===== src/rtl/uart_pkg.sv =====
// Shared encodings and types for the UART transmit path.
package uart_pkg;

    localparam logic [1:0] MODE_SYNC    = 2'b00;
    localparam logic [1:0] MODE_ASYNC8  = 2'b01;
    localparam logic [1:0] MODE_ASYNC9A = 2'b10;
    localparam logic [1:0] MODE_ASYNC9B = 2'b11;

    localparam logic [7:0] DEFAULT_TX_ADDR = 8'h99;

    typedef enum logic [2:0] {IDLE, START, DATA, NINTH, STOP} tx_state_e;

    // Frame format captured when a byte leaves the FIFO.
    typedef struct packed {
        logic [1:0] mode;
        logic       par_en;
        logic       par_odd;
        logic       tb8;
        logic       stop2;
    } tx_cfg_t;

endpackage


===== src/rtl/uart_sync_fifo.sv =====
// Synchronous first-word-fall-through FIFO; pushes when full and pops when empty are ignored.
module uart_sync_fifo #(
    parameter int unsigned WIDTH = 8,
    parameter int unsigned DEPTH = 4
) (
    input  logic                     clk,
    input  logic                     rst,
    input  logic                     push,
    input  logic                     pop,
    input  logic [WIDTH-1:0]         din,
    output logic [WIDTH-1:0]         dout,
    output logic                     full,
    output logic                     empty,
    output logic [$clog2(DEPTH):0]   level
);

    localparam int unsigned PTR_W = $clog2(DEPTH);
    localparam int unsigned LVL_W = PTR_W + 1;

    logic [WIDTH-1:0] r_mem [DEPTH];
    logic [PTR_W-1:0] r_wr_ptr;
    logic [PTR_W-1:0] r_rd_ptr;
    logic [LVL_W-1:0] r_level;
    logic             w_push;
    logic             w_pop;

    assign full   = (r_level == LVL_W'(DEPTH));
    assign empty  = (r_level == '0);
    assign level  = r_level;
    assign dout   = r_mem[r_rd_ptr];
    assign w_push = push && !full;
    assign w_pop  = pop && !empty;

    always_ff @(posedge clk) begin
        if (w_push) begin
            r_mem[r_wr_ptr] <= din;
        end
    end

    // Power-of-two depth lets the pointers wrap by plain overflow.
    always_ff @(posedge clk) begin
        if (rst) begin
            r_wr_ptr <= '0;
            r_rd_ptr <= '0;
            r_level  <= '0;
        end else begin
            if (w_push) begin
                r_wr_ptr <= r_wr_ptr + 1'b1;
            end
            if (w_pop) begin
                r_rd_ptr <= r_rd_ptr + 1'b1;
            end
            unique case ({w_push, w_pop})
                2'b10:   r_level <= r_level + 1'b1;
                2'b01:   r_level <= r_level - 1'b1;
                default: r_level <= r_level;
            endcase
        end
    end

endmodule


===== src/rtl/uart_tx_fifo_param.sv =====
// 8051-style serial transmitter with a TX FIFO: mode-0 sync shift or framed async output,
// paced by an external baud tick with OSR ticks per bit.
module uart_tx_fifo_param
    import uart_pkg::*;
#(
    parameter int unsigned DATA_W     = 8,
    parameter int unsigned FIFO_DEPTH = 4,
    parameter int unsigned OSR        = 16,
    parameter logic [7:0]  TX_ADDR    = DEFAULT_TX_ADDR
) (
    input  logic                           clk,
    input  logic                           rst,
    input  logic [7:0]                     ab,
    input  logic                           wrn,
    input  logic [7:0]                     db_w,
    input  logic                           baud_tick,
    input  logic [1:0]                     mode,
    input  logic                           par_en,
    input  logic                           par_odd,
    input  logic                           tb8,
    input  logic                           stop2,
    output logic                           txd,
    output logic                           rxd_out,
    output logic                           sclk_out,
    output logic                           ti,
    output logic                           busy,
    output logic                           fifo_empty,
    output logic                           fifo_full,
    output logic [$clog2(FIFO_DEPTH):0]    fifo_level,
    output logic                           ovf
);

    localparam int unsigned TICK_W = $clog2(OSR);
    localparam int unsigned BIT_W  = 3;
    localparam logic [TICK_W-1:0] TICK_LAST = TICK_W'(OSR - 1);
    localparam logic [TICK_W-1:0] TICK_HALF = TICK_W'(OSR / 2);
    localparam logic [BIT_W-1:0]  BIT_LAST  = BIT_W'(DATA_W - 1);

    tx_state_e         r_state, w_state_nxt;
    logic [DATA_W-1:0] r_shreg, w_shreg_nxt;
    logic [BIT_W-1:0]  r_bit_cnt, w_bit_nxt;
    logic [TICK_W-1:0] r_tick_cnt, w_tick_nxt;
    tx_cfg_t           r_cfg, w_cfg_nxt;
    logic              r_par, w_par_nxt;
    logic              r_ti, r_ovf;
    logic              w_wr, w_load, w_frame_end;
    logic [DATA_W-1:0] w_fifo_dout;

    if (DATA_W < 8) begin : g_db_hi
        logic w_unused_db_hi;
        assign w_unused_db_hi = ^db_w[7:DATA_W];
    end

    assign w_wr = !wrn && (ab == TX_ADDR);

    uart_sync_fifo #(
        .WIDTH (DATA_W),
        .DEPTH (FIFO_DEPTH)
    ) u_fifo (
        .clk   (clk),
        .rst   (rst),
        .push  (w_wr && !fifo_full),
        .pop   (w_load),
        .din   (db_w[DATA_W-1:0]),
        .dout  (w_fifo_dout),
        .full  (fifo_full),
        .empty (fifo_empty),
        .level (fifo_level)
    );

    always_ff @(posedge clk) begin
        if (rst) begin
            r_state    <= IDLE;
            r_shreg    <= '0;
            r_bit_cnt  <= '0;
            r_tick_cnt <= '0;
            r_cfg      <= '0;
            r_par      <= 1'b0;
            r_ti       <= 1'b0;
            r_ovf      <= 1'b0;
        end else begin
            r_state    <= w_state_nxt;
            r_shreg    <= w_shreg_nxt;
            r_bit_cnt  <= w_bit_nxt;
            r_tick_cnt <= w_tick_nxt;
            r_cfg      <= w_cfg_nxt;
            r_par      <= w_par_nxt;
            r_ti       <= w_frame_end;
            r_ovf      <= w_wr && fifo_full;
        end
    end

    always_comb begin
        w_state_nxt = r_state;
        w_shreg_nxt = r_shreg;
        w_bit_nxt   = r_bit_cnt;
        w_tick_nxt  = r_tick_cnt;
        w_cfg_nxt   = r_cfg;
        w_par_nxt   = r_par;
        w_frame_end = 1'b0;
        w_load      = 1'b0;
        if (baud_tick) begin
            if (r_state == IDLE) begin
                w_load = !fifo_empty;
            end else if (r_tick_cnt != TICK_LAST) begin
                w_tick_nxt = r_tick_cnt + 1'b1;
            end else begin
                w_tick_nxt = '0;
                unique case (r_state)
                    START: w_state_nxt = DATA;
                    DATA: begin
                        if (r_bit_cnt == BIT_LAST) begin
                            w_bit_nxt = '0;
                            if (r_cfg.mode == MODE_SYNC) begin
                                w_frame_end = 1'b1;
                            end else if (r_cfg.mode == MODE_ASYNC8) begin
                                w_state_nxt = STOP;
                            end else begin
                                w_state_nxt = NINTH;
                            end
                        end else begin
                            w_shreg_nxt = r_shreg >> 1;
                            w_bit_nxt   = r_bit_cnt + 1'b1;
                        end
                    end
                    NINTH: w_state_nxt = STOP;
                    STOP: begin
                        // bit_cnt doubles as the stop-bit counter.
                        if (r_cfg.stop2 && (r_bit_cnt == '0)) begin
                            w_bit_nxt = BIT_W'(1);
                        end else begin
                            w_frame_end = 1'b1;
                        end
                    end
                    default: ;
                endcase
                if (w_frame_end) begin
                    if (fifo_empty) begin
                        w_state_nxt = IDLE;
                    end else begin
                        w_load = 1'b1;
                    end
                end
            end
        end
        if (w_load) begin
            w_shreg_nxt = w_fifo_dout;
            w_par_nxt   = ^w_fifo_dout;
            w_cfg_nxt   = '{mode: mode, par_en: par_en, par_odd: par_odd, tb8: tb8, stop2: stop2};
            w_bit_nxt   = '0;
            w_tick_nxt  = '0;
            w_state_nxt = (mode == MODE_SYNC) ? DATA : START;
        end
    end

    always_comb begin
        txd      = 1'b1;
        rxd_out  = 1'b1;
        sclk_out = 1'b1;
        unique case (r_state)
            START: txd = 1'b0;
            DATA: begin
                if (r_cfg.mode == MODE_SYNC) begin
                    rxd_out  = r_shreg[0];
                    sclk_out = (r_tick_cnt >= TICK_HALF);
                end else begin
                    txd = r_shreg[0];
                end
            end
            NINTH:   txd = r_cfg.par_en ? (r_par ^ r_cfg.par_odd) : r_cfg.tb8;
            default: ;
        endcase
    end

    assign busy = (r_state != IDLE);
    assign ti   = r_ti;
    assign ovf  = r_ovf;

endmodule


===== config.mk =====
export PLATFORM = sky130hd
export DESIGN_NAME = uart_tx_fifo_param
export DESIGN_NICKNAME = d
export VERILOG_FILES = /design/src/rtl/uart_pkg.sv /design/src/rtl/uart_sync_fifo.sv /design/src/rtl/uart_tx_fifo_param.sv
export SDC_FILE = /design/constraint.sdc
export NUM_CORES = 1
export LEC_CHECK = 0
export ABC_AREA = 1
export CORE_MARGIN = 2
export CORE_UTILIZATION = 36
export CTS_CLUSTER_DIAMETER = 150
export DETAILED_ROUTE_END_ITERATION = 10
export SYNTH_ARGS = -nofsm -noshare
export SYNTH_HDL_FRONTEND = slang
export SYNTH_SLANG_ARGS = --single-unit

===== constraint.sdc =====
create_clock -name clk -period 3.65 [get_ports clk]
set_clock_uncertainty 0.15 [all_clocks]
set_input_delay 0.9125 -clock clk [delete_from_list [all_inputs] [get_ports clk]]
set_output_delay 0.9125 -clock clk [all_outputs]
set_load 0.02 [all_outputs]

# Yosys cells after proc, flatten, opt, wreduce, memory -nomap -nowiden
# Memory sizes are Yosys's and may differ from the RTL's. A register that Yosys moved wholly into a read port is not among the register bits.
# Cells that the tools add are included.
[totals]
ramBits = 32
register_bits = 34
memories = 1
elab_cells = 113
output_inout_bits = 11
[mem_list]
columns = ["memory", "depth", "width", "read_ports", "rd_clocked_by_memory_dff", "wr", "line", "rtl"]
rows = [
  ["u_fifo.r_mem", 4, 8, 1, 1, 1, "uart_sync_fifo.sv:20", "logic [WIDTH-1:0] r_mem [DEPTH];"],
]
[op_classes]
n_bitwise = 4
magnitude_cmp = 1
addsub = 6
mux = 45
n_reduce_logical = 26
eq_ne = 15
[ops]
columns = ["operator", "count"]
rows = [
  ["$mux 8", 6],
  ["$mux 3", 11],
  ["$mux 1", 19],
  ["$pmux 3 s2", 2],
  ["$reduce_and 5->1", 2],
  ["$eq 3x3->1 const B", 3],
  ["$logic_not 3->1", 3],
  ["$pmux 3 s3", 1],
  ["$eq 8x8->1 const B", 1],
  ["$reduce_bool 2->1", 4],
  ["$reduce_xor 8->1", 1],
  ["$add 3x1->3 const B", 2],
  ["$eq 3x2->1 const B", 2],
  ["$logic_and 1x1->1", 6],
  ["$mux 2", 3],
  ["$ne 2x1->1 const B", 3],
  ["$add 2x1->2 const B", 2],
  ["$add 4x1->4 const B", 1],
  ["$eq 2x1->1 const B", 2],
  ["$ge 4x4->1 const B", 1],
  ["$logic_not 2->1", 2],
  ["$mux 4", 1],
  ["$ne 4x4->1 const B", 1],
  ["$reduce_or 4->1", 1],
  ["other kinds (13)", 17],
]

# Longest topological paths before layout
# Gate-level depths: netlist of run 1.
[depth]
ltp_word = 14
depth_mapped = 17
ltp_nobuf = 16

# By module
# Synthesis of run 1 repeated with hierarchy kept, for this count alone.
[hier_totals]
hier_cells = 381
hier_area_um2 = 3339.5
[by_module_without_submodules]
columns = ["module", "area_each_um2", "instances", "seq_area_each_um2", "cells_each"]
rows = [
  ["uart_sync_fifo", 1691.6, 1, 1141.1, 146],
  ["uart_tx_fifo_param", 1647.8, 1, 540.5, 235],
]

# Worst setup path before layout of run 1
# No wires, ideal clock.
[synth_timing]
kind = "in2reg"
from = "in ab[6]"
to = "reg u_fifo.r_level[1], in the netlist u_fifo.level[1]"
n_path_buf = 0
path_stages = 9
t_required_ns = 3.435
t_arrival_ns = 2.564
setup_time_ns = 0.065
setup_slack_ns = 0.871
cell_sequence = "or3b_2 inv_1 nand3_1 ha_1 inv_1 fa_1 nor2_1 a21oi_1 nor2_1"
[synth_via]
elab_chain_cells = 6
elab_cells_between_ends = 8
classes_between = "eq/ne: 3; mux: 1; reduce/logical: 4"
[synth_lines]
columns = ["element", "line", "rtl"]
rows = [
  ["from (decl)", "uart_tx_fifo_param.sv:13", "input logic [7:0] ab,"],
  ["$eq 8x8->1 (*)", "uart_tx_fifo_param.sv:54", "assign w_wr = !wrn && (ab == TX_ADDR);"],
  ["$logic_and 1x1->1 (*)", "uart_tx_fifo_param.sv:54", ""],
  ["$logic_and 1x1->1 (*)", "uart_tx_fifo_param.sv:62", ".push (w_wr && !fifo_full),"],
  ["$logic_and 1x1->1 (*)", "uart_sync_fifo.sv:31", "assign w_push = push && !full;"],
  ["$eq 2x1->1 / $eq 2x2->1 (equally long branches)", "uart_sync_fifo.sv:53", "unique case ({w_push, w_pop})"],
  ["$pmux 3 s2 / $reduce_bool 2->1 (equally long branches)", "--", ""],
  ["to (signal assigned)", "uart_sync_fifo.sv:54", "2'b10: r_level <= r_level + 1'b1;"],
  ["to (signal assigned)", "uart_sync_fifo.sv:55", "2'b01: r_level <= r_level - 1'b1;"],
  ["to (signal assigned)", "uart_sync_fifo.sv:56", "default: r_level <= r_level;"],
  ["to (decl)", "uart_sync_fifo.sv:23", "logic [LVL_W-1:0] r_level;"],
]
# Mark *: on every way between the ends. The rest lies on a longest branch, timed or not.
# A chain may end at the register's enable or synchronous reset.

# Final worst setup path of run 1
[layout_timing]
from = "reg r_state[1]"
to = "out rxd_out"
[layout_via]
elab_chain_cells = 2
[layout_lines]
columns = ["element", "line", "rtl"]
rows = [
  ["from (decl)", "uart_tx_fifo_param.sv:39", "tx_state_e r_state, w_state_nxt;"],
  ["from (signal assigned)", "uart_tx_fifo_param.sv:82", "r_state <= w_state_nxt;"],
  ["$eq 3x2->1", "uart_tx_fifo_param.sv:160", "unique case (r_state)"],
  ["$mux 1", "uart_tx_fifo_param.sv:160", ""],
  ["to (decl)", "uart_tx_fifo_param.sv:23", "output logic rxd_out,"],
]
# Every way passes these cells.

==> flow_metrics.env, run 1 <==
export IMPL_status="finished, final reports clean"
export IMPL_cts_made_buffers=9
export IMPL_first_pass_iters=4
export IMPL_worstRegToRegCells=15
export IMPL_syn_num_nets=470
export IMPL_start_util_pct=36.91
export IMPL_cts_buffer_depth=2
export IMPL_grt_max_degree=25
export IMPL_max_stage_delay_ps=560
export IMPL_ys_flop_type="dfxtp_1"
export IMPL_max_freq_mhz=330.2
export IMPL_postRouteAntennaNets=0
export IMPL_maxSlewViolCount=0
export IMPL_fin_area_um2=4050
export IMPL_syn_inst=433
export IMPL_clockRootBuffer="clkbuf_8"
export IMPL_ctsHoldBuffers=0
export IMPL_syn_area_um2=3395
export IMPL_power_density_nw_per_um2=337.0
export IMPL_r2r_start="r_bit_cnt[0]"
export IMPL_synth_edf_count=32
export IMPL_path_clk_slew_ps=80
export IMPL_dr_first_iter_drc_count=104
export IMPL_period_share_pct=82.97
export IMPL_grt_pass1_vias=2682
export IMPL_num_vias=2875
export IMPL_antenna_found_initial=0
export IMPL_worstPathArrival_ps=1970
export IMPL_cts_tree="built"
export IMPL_dpl_cell_count=578
export IMPL_htree_levels=3
export IMPL_hp_class="register to register"
export IMPL_finalNonFillerCells=594
export IMPL_tightest_slew_ps=685.3
export IMPL_drive_gt1_share_pct=7.867
export IMPL_dp_hpwl_mm=4.995
export IMPL_synth_seq_cells=68
export IMPL_area_growth_pct=19.31
export IMPL_finalSetupViolCount=0
export IMPL_dpl_cell_area_um2=3896
export IMPL_cap_violations=0
export IMPL_place_congestion=0.8117
export IMPL_hold_start="u_fifo.r_rd_ptr[1]"
export IMPL_io_pins=37
export IMPL_whs_endpoint="u_fifo.r_rd_ptr[1]"
export IMPL_rsz0062_at_grt="no"
export IMPL_wirelength_mm=6.983
export IMPL_track_usage_pct=14.89
export IMPL_cts_num_sinks=68
export IMPL_hold_viol=0
export IMPL_yosysUniqueCellTypes=33
export IMPL_cts_resized=0
export IMPL_cp_end_kind="primary output"
export IMPL_ys_warn_count=0
export IMPL_rr_endpoint="u_fifo.level[2]"
export IMPL_fin_hold_ws_ps=318.3
export IMPL_grt_overflow_total=0
export IMPL_ir_worst_vdd_mv=0.1556
export IMPL_final_net_count=515
export IMPL_rrSetupSlack_ps=1050
export IMPL_post_drt_wl_per_cell_um=11.76
export IMPL_viasPerCell=4.840
export IMPL_fin_ws_ps=621.6
export IMPL_crit_fanout=7
export IMPL_core_area_um2=9196
export IMPL_io_buffer_count=36
export IMPL_start_kind="register"
export IMPL_synth_avg_cell_area_um2=7.840
export IMPL_dp_slack_ps=473.0
export IMPL_critPathKind="register to primary output"
export IMPL_grt_pass1_wl_mm=11.94
export IMPL_hold_depth=2
export IMPL_rows=35
export IMPL_die_y_um=101.1
export IMPL_path_cells="nand2_2 -> nor4_1 -> nand2_1 -> clkdlybuf4s50_1"
export IMPL_tns_ps=0
export IMPL_ys_seq_area_share_pct=49.54
export IMPL_die_w_um=101.1
export IMPL_n_antenna_cell=0
export IMPL_clk_latency_ps=350
export IMPL_cp_required_ps=2590
export IMPL_drc=0
export IMPL_slew_headroom_pct=54.25
export IMPL_p_leak_nw=1.600
export IMPL_dieArea_um2=10220
export IMPL_synthArstFlopShare_pct=0
export IMPL_postCtsSetupBuffers=0
export IMPL_slowest_stage="clkdlybuf4s50_1"
export IMPL_post_route_min_period_ps=3028
[synthesized netlist by cell type (2+ instances only)]
| library cell | n | area share, % |
|---|---|---|
| buf_6 | 2 | 0.66 |
| dfxtp_1 | 36 | 21 |
| a21oi_1 | 18 | 2.7 |
| nand2_2 | 4 | 0.74 |
| nor3_1 | 4 | 0.59 |
| o21ai_0 | 16 | 2.4 |
| clkbuf_1 | 4 | 0.44 |
| a31oi_1 | 4 | 0.74 |
| nor2_2 | 2 | 0.37 |
| a211oi_1 | 4 | 0.88 |
| inv_2 | 4 | 0.44 |
| nand3_2 | 2 | 0.59 |
| inv_1 | 52 | 5.8 |
| nor2_4 | 2 | 0.66 |
| buf_2 | 4 | 0.59 |
| nor4_1 | 2 | 0.37 |
| nand2_1 | 136 | 15 |
| o21ai_1 | 10 | 1.5 |
| nor2_1 | 40 | 4.4 |
| ha_1 | 10 | 3.7 |
| nand3_1 | 34 | 5.0 |
| edfxtp_1 | 32 | 28 |
[worst max path at each step]
stage	startpoint	end	slack (ps)	cells after the start
3_3_place_gp	baud_tick	u_fifo.level[2]	480	12
4_1_cts	r_state[1]	sclk_out	600	4
5_1_grt	r_state[1]	txd	510	5
3_5_place_dp	baud_tick	u_fifo.level[2]	470	12
2_1_floorplan	ab[6]	u_fifo.level[1]	870	9
6_report	r_state[1]	rxd_out	620	4
[flip-flops by register name, indices dropped and copies added (netlist names), 2 cells and up, named ones only]
register	cells
u_fifo.r_wr_ptr	2
r_bit_cnt	3
u_fifo.r_rd_ptr	2
r_tick_cnt	4
r_cfg	6
u_fifo.level	3
u_fifo.r_mem	32
r_state	3
r_shreg	8
[report_power, final]
part	switching (W)	leakage (nW)	internal [W]
Sequential	0.000000948	0.577	0.000797
Clock	0.000271	0.0812	0.000244
Combinational	0.0000213	0.942	0.0000297
[metal layers]
metal / part of all wire [%] / global-route usage [%] / up-vias
li1: - / - / 1492
met1: 48 / 19.34 / 1330
met2: 47 / 24.04 / 43
met3: 3.6 / 3.190 / 10
met4: 1.7 / 6.341 / 0
met5: 0 / 0 / -
[cells by family after synthesis]
kind of cell,synth area share (%)
fa+ha+maj,4.276
buf+inv,8.035
flops,49.54
simple gates,29.08
compound gates,9.068
[worst max-delay path, delay by kind of cell, from the launching register on]
| family | cells | cell delay (ps) |
|---|---|---|
| AND/OR/NAND/NOR | 3 | 600 |
| flip-flops | 1 | 460 |
| buffers and inverters | 1 | 560 |
[area by class of cell]
class	count	area, µm²
Fill cell	932	5146
Sequential cell	68	1682
Multi-Input combinational cell	298	1440
Timing Repair Buffer	44	420.4
Inverter	57	215.2
Clock buffer	13	138.9
Tap cell	111	138.9
Clock inverter	3	15.01
[stage by stage]
step | total power, W | utilization [%]
finish | 0.001365 | 44.04
global route | 0.001416 | 44.04
CTS | 0.001380 | 44.04
detailed placement | 0.0008673 | 42.37
global placement | 0.0008657 | 42.37
floorplan | 0.0008301 | -
[cells in the final DEF, fill, tap and decap left out]
cell type,n
nand2_1,136
inv_1,52
nor2_1,40
dfxtp_1,36
clkdlybuf4s50_1,36
nand3_1,34
edfxtp_1,32
a21oi_1,18
o21ai_0,16
o21ai_1,10
ha_1,10
clkbuf_8,9
buf_4,8
inv_2,4
nand2_2,4
nor3_1,4
clkinv_2,4
a211oi_1,4
a31oi_1,4
clkbuf_1,4
nor2_4,2
nand3_2,2
nor4_1,2
nor2_2,2
nor3_2,1
nand3b_1,1
nand2_4,1
o221ai_1,1
or3b_2,1
o21bai_1,1
a32oi_1,1
o21a_1,1
nand4_1,1
fa_1,1
No activity file was read; power rests on OpenSTA's default activity.
==> run 2, diff against run 1 <==
- clock period: 3.65 -> 3 ns (I/O delays scaled with it)
==> run 2 against run 1 <==
Net effect: clock-buffer cell count shrank 1; sequential share of layout area shrank 0.34 points; cell count grew 0.67%; clock power grew 17%; core utilization grew 0.37 points; total power grew 20%; global-route usage grew 0.17 points; flip-flop and latch count is the same; design area grew 0.83%; register-to-register slack lost 650 ps; worst setup slack lost 480 ps; critical path depth grew 1; critical endpoint is now txd.
==> flow_metrics.env, run 2 (synthesized netlist as in run 1, its figures left out) <==
export IMPL_status="finished, final reports clean"
export IMPL_io_pins=37
export IMPL_power_density_nw_per_um2=400.9
export IMPL_clk_latency_ps=340
export IMPL_clockRootBuffer="clkbuf_8"
export IMPL_finalSetupViolCount=0
export IMPL_drc=0
export IMPL_grt_max_degree=25
export IMPL_grt_pass1_wl_mm=12.05
export IMPL_cts_made_buffers=9
export IMPL_post_route_min_period_ps=2855
export IMPL_reg_top3="u_fifo.r_mem: 32 flops, r_shreg: 8 flops, r_cfg: 6 flops"
export IMPL_first_pass_iters=5
export IMPL_final_util_pct=44.41
export IMPL_total_power_w=0.001637
export IMPL_slowest_stage="clkdlybuf4s50_1"
export IMPL_largest_reg_flops=32
export IMPL_dpl_cell_count=582
export IMPL_postCtsSetupBuffers=0
export IMPL_cts_buffer_depth=2
export IMPL_postRouteAntennaNets=0
export IMPL_ir_worst_vdd_mv=0.1710
export IMPL_period_share_pct=95.17
export IMPL_cp_end_kind="primary output"
export IMPL_hp_class="register to register"
export IMPL_cap_violations=0
export IMPL_drive_gt1_share_pct=8.419
export IMPL_p_leak_nw=1.618
export IMPL_n_antenna_cell=0
export IMPL_start_util_pct=36.91
export IMPL_crit_fanout=7
export IMPL_rows=35
export IMPL_ctsHoldBuffers=0
export IMPL_viasPerCell=4.754
export IMPL_post_drt_wl_per_cell_um=11.87
export IMPL_slew_headroom_pct=62.50
export IMPL_grt_overflow_total=0
export IMPL_dp_hpwl_mm=5.104
export IMPL_place_congestion=0.8431
export IMPL_grt_pass1_vias=2722
export IMPL_rsz0062_at_grt="no"
export IMPL_area_growth_pct=20.31
export IMPL_finalNonFillerCells=598
export IMPL_tightest_slew_ps=558.2
export IMPL_worstPathArrival_ps=1960
export IMPL_num_vias=2843
export IMPL_cts_tree="built"
export IMPL_cts_num_sinks=68
export IMPL_max_freq_mhz=350.2
export IMPL_rrSetupSlack_ps=400
export IMPL_start_kind="register"
export IMPL_mostFrequentLayoutCells="nand2_1 (136), inv_1 (52), nor2_1 (40), dfxtp_1 (36), clkdlybuf4s50_1 (36)"
export IMPL_maxSlewViolCount=0
export IMPL_final_net_count=519
export IMPL_dieArea_um2=10220
export IMPL_cp_required_ps=2100
export IMPL_path_clk_slew_ps=70
export IMPL_htree_levels=3
export IMPL_hold_viol=0
export IMPL_largest_register="u_fifo.r_mem"
export IMPL_final_common_cell="nand2_1"
export IMPL_critPathKind="register to primary output"
export IMPL_wirelength_mm=7.098
export IMPL_die_w_um=101.1
export IMPL_antenna_found_initial=0
export IMPL_core_area_um2=9196
export IMPL_path_cells="nand2_2 -> nor2_4 -> o21ai_0 -> nand3_1 -> clkdlybuf4s50_1"
export IMPL_die_y_um=101.1
export IMPL_io_buffer_count=36
export IMPL_tns_ps=0
export IMPL_max_stage_delay_ps=600
export IMPL_track_usage_pct=15.06
export IMPL_dr_first_iter_drc_count=150
==> run 2: changes by cell type in the layout (fill, tap and decap cells not counted), sizes merged <==
cell	previous run	this run
buf	8	12
clkinv	4	5
clkbuf	13	12
==> run 2: final cells by class <==
type | count | area [µm²]
clock buffer | 12 | 135.1
inverter | 57 | 215.2
sequential | 68 | 1682
clock inverter | 4 | 16.27
multi-input combinational | 298 | 1446
fill | 913 | 5112
timing repair buffer | 48 | 450.4
tap | 111 | 138.9
==> run 2: path summary, 6_finish.rpt <==
check             cells after the start          from               to
setup / recovery                      5    r_state[1]              txd
hold / removal                        2    r_shreg[2]       r_shreg[2]
setup reg to reg                     15  r_bit_cnt[1]  u_fifo.level[2]
hold reg to reg                       2    r_shreg[2]       r_shreg[2]
==> run 2: stage by stage <==
stage	setup slack [ps]	area, µm²	hold WS, ps
after global routing	36.01	4084	364.2
after floorplan	292.8	3395	282.9
after global placement	57.05	3926	302.3
after detailed placement	35.35	3926	324.8
final	144.8	4084	332.8
after CTS	43.91	4078	334.1
==> run 2: what timing repair did <==
action                                  4_1_cts  5_1_grt
endpoints found under the setup margin        0        2
gates resized for setup                       0        1
hold endpoints to repair                      0        0
==> run 2: routing by layer <==
metal	vias up	wire, µm	track usage [%]
met5	-	0	0
met4	0	114	5.613
met3	9	318	3.745
met2	54	3472	25.01
met1	1283	3192	18.99
li1	1497	-	-
==> run 2: worst max-delay path: cells and delay by family (launching register included) <==
| family | cells | cell delay [ps] |
|---|---|---|
| AO/OA/AOI/OAI | 1 | 120 |
| flip-flops | 1 | 460 |
| buffers and inverters | 1 | 600 |
| AND/OR/NAND/NOR | 3 | 430 |
==> run 2: power by group <==
part	switching (W)	leakage (nW)	internal, W	total, W
sequential	0.00000105	0.577	0.000970	0.000971
combinational	0.0000263	0.964	0.0000371	0.0000634
clock	0.000311	0.0769	0.000291	0.000602
==> run 3, diff against run 2 <==
- clock period: 3 -> 3.25 ns (I/O delays scaled with it)
==> run 3 against run 2 <==
Net effect: critical path depth unchanged; global-route usage is 0.11 points lower; cell count fell by 0.33%; flip-flop and latch count stayed put; die area stayed put; sequential power is 7.6% lower; critical path type unchanged.
==> flow_metrics.env, run 3 (synthesized netlist as in run 1, its figures left out) <==
export IMPL_ir_worst_vdd_mv=0.1715
export IMPL_drc=0
export IMPL_drive_gt1_share_pct=8.454
export IMPL_cts_resized=0
export IMPL_hp_class="register to register"
export IMPL_power_share_clock_pct=42.0
export IMPL_track_usage_pct=14.95
export IMPL_worstRegToRegCells=15
export IMPL_r2r_start="r_state[2]"
export IMPL_whs_endpoint="u_fifo.r_rd_ptr[1]"
export IMPL_dpl_cell_area_um2=3911
export IMPL_hold_depth=2
export IMPL_fin_area_um2=4109
export IMPL_num_vias=2863
export IMPL_finalSetupViolCount=0
export IMPL_first_pass_iters=4
export IMPL_grt_pass1_vias=2698
export IMPL_final_net_count=517
export IMPL_total_power_w=0.001645
export IMPL_maxSlewViolCount=0
export IMPL_mostFrequentLayoutCells="nand2_1 (136), inv_1 (52), nor2_1 (40), dfxtp_1 (36), clkdlybuf4s50_1 (36)"
export IMPL_die_w_um=101.1
export IMPL_tightest_slew_ps=531.6
export IMPL_hold_start="u_fifo.r_rd_ptr[1]"
export IMPL_rrSetupSlack_ps=650
export IMPL_postCtsSetupBuffers=0
export IMPL_pwr_share_seq_pct=54.5
export IMPL_dpl_cell_count=580
export IMPL_power_switching_w=0.0003196
export IMPL_worstPathArrival_ps=1940
export IMPL_cts_tree="built"
export IMPL_post_route_min_period_ps=2905
export IMPL_rsz0062_at_grt="no"
export IMPL_finalNonFillerCells=596
export IMPL_max_freq_mhz=344.2
export IMPL_critPathKind="register to primary output"
export IMPL_n_fill_cell=914
export IMPL_period_share_pct=89.39
export IMPL_cp_end_kind="primary output"
export IMPL_viasPerCell=4.804
export IMPL_dieArea_um2=10220
export IMPL_grt_overflow_total=0
export IMPL_cts_made_buffers=9
export IMPL_intPower_w=0.001325
export IMPL_tns_ps=0
export IMPL_die_y_um=101.1
export IMPL_status="finished, final reports clean"
export IMPL_n_antenna_cell=0
export IMPL_io_buffer_count=36
export IMPL_largest_register="u_fifo.r_mem"
export IMPL_dr_first_iter_drc_count=153
export IMPL_cap_violations=0
export IMPL_crit_fanout=7
export IMPL_antenna_found_initial=0
export IMPL_cts_buffer_depth=2
export IMPL_rows=35
export IMPL_combPwrFrac_pct=3.5
export IMPL_grt_max_degree=25
export IMPL_start_util_pct=36.91
export IMPL_swShare_pct=19.43
export IMPL_cp_required_ps=2290
export IMPL_hold_viol=0
export IMPL_cts_num_sinks=68
export IMPL_rr_endpoint="u_fifo.level[2]"
export IMPL_final_common_cell="nand2_1"
export IMPL_place_congestion=0.8299
export IMPL_io_pins=37
export IMPL_clockRootBuffer="clkbuf_8"
export IMPL_core_area_um2=9196
export IMPL_area_growth_pct=21.05
export IMPL_grt_pass1_wl_mm=12.03
export IMPL_p_leak_nw=1.631
export IMPL_slew_headroom_pct=64.29
export IMPL_power_density_nw_per_um2=400.4
export IMPL_start_kind="register"
export IMPL_htree_levels=3
export IMPL_reg_top3="u_fifo.r_mem: 32 flops, r_shreg: 8 flops, r_cfg: 6 flops"
export IMPL_largest_reg_flops=32
export IMPL_ctsHoldBuffers=0
export IMPL_postRouteAntennaNets=0
export IMPL_wirelength_mm=7.090
export IMPL_clk_latency_ps=330
export IMPL_dp_hpwl_mm=5.037
export IMPL_path_clk_slew_ps=70
export IMPL_post_drt_wl_per_cell_um=11.90
[run 3: how the worst max path moves through the flow]
stage	startpoint	slack, ps	depth (start not counted)	endpoint
2_1_floorplan	u_fifo.level[2]	540	11	u_fifo.level[2]
5_1_grt	r_state[1]	210	5	txd
6_report	r_state[1]	340	5	txd
3_3_place_gp	baud_tick	250	12	u_fifo.level[2]
3_5_place_dp	ab[7]	190	10	u_fifo.level[1]
4_1_cts	r_state[1]	320	5	txd
[run 3: critical path, stage by stage, from the launching register on]
cell,delay (ps)
dfxtp_1,460
nand2_2,130
nor2_4,180
o21ai_0,130
nand3_1,90
clkdlybuf4s50_1,610
[run 3: layer usage]
layer	vias to the layer above	wire length [µm]	track usage [%]
met5	-	0	0
met4	0	99	7.173
met3	8	217	2.843
met2	41	3397	24.61
met1	1317	3376	18.92
li1	1497	-	-
[run 3: area by class of cell]
type	instances	area, µm²	share of cell area, %
well taps	111	138.9	3.380
flip-flops and latches	68	1682	40.93
clock inverters	2	35.03	0.8526
clock buffers	14	162.7	3.959
inverters	57	215.2	5.238
multi-input cells	298	1440	35.05
repair buffers	46	435.4	10.60
[run 3: stage by stage]
| stage | hold slack, ps | utilization [%] | worst slack [ps] |
|---|---|---|---|
| floorplan | 282.9 | - | 542.8 |
| global placement | 301.6 | 42.53 | 245.8 |
| detailed placement | 313.3 | 42.53 | 192.4 |
| CTS | 324.1 | 44.68 | 323.8 |
| global route | 342.5 | 44.68 | 209.2 |
| finish | 321.7 | 44.68 | 344.9 |
[run 3: power groups by stage]
stage	combinational [W]	sequential, W	clock (W)
after floorplan	0.0000166	0.000916	0
after global placement	0.0000567	0.000916	0
after detailed placement	0.0000580	0.000916	0
after CTS	0.0000582	0.000896	0.000712
after global routing	0.0000637	0.000896	0.000750
final	0.0000572	0.000897	0.000691
